<file path="src/rtl/full_adder.sv">
// Registered, width-parameterised ripple-carry adder: {cout, sum} = a + b + cin.
// REG_OUT selects a one-cycle output register stage or a purely combinational path.
module full_adder #(
    parameter int unsigned WIDTH   = 1,
    parameter bit          REG_OUT = 1'b1
) (
    input  logic             clk,
    input  logic             rst_n,
    input  logic             in_valid,
    input  logic [WIDTH-1:0] a,
    input  logic [WIDTH-1:0] b,
    input  logic             cin,
    output logic [WIDTH-1:0] sum,
    output logic             cout,
    output logic             out_valid
);

    logic [WIDTH:0]   carry;
    logic [WIDTH-1:0] sum_c;

    assign carry[0] = cin;

    // One full-adder cell per bit; carry ripples from bit 0 upward.
    for (genvar i = 0; i < WIDTH; i++) begin : g_bit
        assign sum_c[i]   = a[i] ^ b[i] ^ carry[i];
        assign carry[i+1] = (a[i] & b[i]) | (carry[i] & (a[i] ^ b[i]));
    end

    if (REG_OUT) begin : g_reg
        logic [WIDTH-1:0] sum_q;
        logic             cout_q;
        logic             valid_q;

        // Capture on valid, otherwise hold the last result and drop valid.
        always_ff @(posedge clk or negedge rst_n) begin
            if (!rst_n) begin
                sum_q   <= '0;
                cout_q  <= 1'b0;
                valid_q <= 1'b0;
            end else begin
                valid_q <= in_valid;
                if (in_valid) begin
                    sum_q  <= sum_c;
                    cout_q <= carry[WIDTH];
                end
            end
        end

        assign sum       = sum_q;
        assign cout      = cout_q;
        assign out_valid = valid_q;
    end else begin : g_comb
        // No state in this configuration; clock and reset are intentionally unused.
        logic unused_clk_rst;
        assign unused_clk_rst = clk ^ rst_n;

        assign sum       = sum_c;
        assign cout      = carry[WIDTH];
        assign out_valid = in_valid;
    end

endmodule

</file>
<file path="config.mk">
export PLATFORM = sky130hd
export DESIGN_NAME = full_adder
export DESIGN_NICKNAME = d
export VERILOG_FILES = /design/src/rtl/full_adder.sv
export SDC_FILE = /design/constraint.sdc
export NUM_CORES = 1
export LEC_CHECK = 0
export CORE_AREA = 2 2 39 41
export CTS_CLUSTER_SIZE = 12
export DETAILED_ROUTE_END_ITERATION = 10
export DIE_AREA = 0 0 41 43
export MAX_ROUTING_LAYER = met4
export PLACE_DENSITY = 0.38
export SLEW_MARGIN = 20
export SYNTH_ARGS = -nofsm -noshare
export SYNTH_HDL_FRONTEND = slang
export SYNTH_SLANG_ARGS = --single-unit
</file>
<file path="constraint.sdc">
create_clock -name clk -period 2 [get_ports clk]
set_input_delay 0.2 -clock clk [delete_from_list [all_inputs] [get_ports clk]]
set_output_delay 0.2 -clock clk [all_outputs]
set_load 0.05 [all_outputs]
</file>
==> results_dict.tcl <==
set metrics [dict create \
    status "finished, final reports clean" \
    crit_buf_inv 1 \
    period_needed_ns 1.60 \
    timing.final.hold_violations 0 \
    tightestPinTransition_ns 0.502 \
    drt-initial-drc-count 0 \
    path_cells "clkdlybuf4s50_1" \
    slowest_delay_ns 0.81 \
    cts_sinks 3 \
    timing.final.crit_share 0.798 \
    synthArstFlopShare 1.00 \
    grt_pass1_wl_microns 531 \
    pre_cts_ws_ns 0.485 \
    grt_max_degree 4 \
    clk_pin_slew_ns 0.04 \
    synth_edf_count 0 \
    synth_cell_types 3 \
    r2r_end "sum" \
    antenna_cells 0 \
    antenna_found_initial 0 \
    power.density_mw_per_mm2 1020 \
    finalSetupViolCount 0 \
    die_width_microns 41 \
    cts_resized 0 \
    yosys-top-cells-area "dfrtp_1, mux2_2, fa_1" \
    syn_avg_cell_area_sq_um 19.6 \
    max_freq_mhz 627 \
    die_area_sq_mm 0.00176 \
    n_fill_cell 148 \
    initial_core_util 0.0850 \
    grt.total_usage 0.0579 \
    drcViolationCount 0 \
    cp_max_fo 2 \
    p_clk_frac 0.444 \
    syn-instance-count 6 \
    yosys.area.top_type "dfrtp_1" \
    yosysWarnings 0 \
    cts-root-buf "clkbuf_4" \
    seqPwrFrac 0.294 \
    grt_remaining_overflow 0 \
    relSlewSlack 0.664 \
    io_buffers 8 \
    die_h_microns 43 \
    hold_slack_ns 0.143 \
    path_class "reg -> out" \
    routed_wirelength_microns 297 \
    vias_per_cell 3.00 \
    hold_buffers 0 \
    ys_ff_latch 3 \
    leakagePower_nw 0.0965 \
    synth_flop_cell "dfrtp_1" \
    post_cts_buffers 0 \
    maxCapViolations 0 \
    syn-cell-area_sq_um 118 \
    worstSkewPairLatency_ns 0.24 \
    setup_tns_ns 0 \
    syn_to_final_growth_pct 107 \
    vias 102 \
    internal-power_mw 0.171 \
    layout-drive-gt1-share 0.278 \
    rr_worst_depth 1 \
    cts_made_buffers 3 \
    num_io_pins 9 \
    ir_drop_mv 0.366 \
    required_ns 1.80 \
    end_kind "output port" \
    core_area_sq_mm 0.00138 \
    p_sw_frac 0.308 \
    r2r_slack_ns 1.23 \
    syn_nets 13 \
    fin_worst_skew_ns 0 \
    cp-start-kind "flop" \
    hold_class "in -> async" \
    routabilityCongestion 0.565 \
    maxSlewViolCount 0 \
    path_delay_family "buffers and inverters" \
    clk_path_buf_depth 2 \
    routedWlPerCell_microns 8.74 \
    p_comb_frac 0.263 \
    netlist.area_leader.share 0.638 \
    dpl_cell_area_sq_um 218 \
    tritoncts "yes" \
    worstPathArrival_ns 1.40 \
    synth_common_cells "dfrtp_1, mux2_2, fa_1" \
    switchingPower_mw 0.0765 \
    fin_nets 26 \
    seqCellArea_sq_um 75.1 \
    final_area_sq_um 244 \
    multi_input_area_sq_um 42.5 \
    grt_pass1_vias 120 \
    synth.most_common_cell "dfrtp_1" \
    cts.htree.levels 1 \
    rr_startpoint "sum" \
    slowest_stage "clkdlybuf4s50_1" \
    fp-row-count 14 \
    final.setup.worst_slack_ns 0.404 \
    finish.utilization 0.176 \
    ant_nets 0 \
    ys_seq_area_frac 0.638 \
    drt-pass1-iter-count 1 \
    grt_setup_unrepaired "false" \
]
[state kept, by name, indices dropped and copies added, names as in the netlist]
register,flops
cout,1
out_valid,1
sum,1
[final cells by class]
| cell class | count | area share |
|---|---|---|
| clock buffer | 4 | 0.108 |
| multi-input combinational | 3 | 0.174 |
| sequential | 3 | 0.308 |
| tap | 16 | 0.0821 |
| timing repair buffer | 8 | 0.328 |
[how the worst max path moves through the flow]
stage | startpoint | endpoint | depth (start not counted)
2_1_floorplan | a | sum | 2
3_3_place_gp | a | sum | 3
3_5_place_dp | a | sum | 3
4_1_cts | sum | sum | 1
5_1_grt | sum | sum | 1
6_report | sum | sum | 1
[power groups by stage]
stage	Sequential [mW]	Combinational [mW]	Clock [mW]
after global routing	0.0737	0.0697	0.121
after CTS	0.0730	0.0660	0.115
after global placement	0.0731	0.0640	0
final	0.0728	0.0651	0.110
after detailed placement	0.0738	0.0660	0
after floorplan	0.100	0.00796	0
[cell families (layout without fill, tap and decap cells)]
| group | count (synthesis) | in the layout | share of synthesized area |
|---|---|---|---|
| buffers and inverters | 0 | 12 | 0 |
| multiplexers | 2 | 2 | 0.191 |
| adder cells (fa/ha/maj) | 1 | 1 | 0.170 |
| flip-flops | 3 | 3 | 0.638 |
[layer usage]
metal  share of wire  track usage  vias up
met4           0.034       0.0600        0
met5               0            -        -
li1                -            -       44
met3            0.23       0.0681        3
met2            0.29       0.0500       12
met1            0.44       0.0586       43
[metrics by stage]
stage	power [mW]	cells
final	0.248	34
after global routing	0.264	34
after CTS	0.254	34
after detailed placement	0.140	30
after global placement	0.137	30
after floorplan	0.108	6
[layout by cell type, fill, tap and decap left out]
| cell | Yosys | final |
|---|---|---|
| clkbuf_4 | 0 | 3 |
| clkbuf_1 | 0 | 1 |
| dfrtp_1 | 3 | 3 |
| mux2_2 | 2 | 2 |
| clkdlybuf4s50_1 | 0 | 8 |
| fa_1 | 1 | 1 |
(Power assumes the default switching activity.)
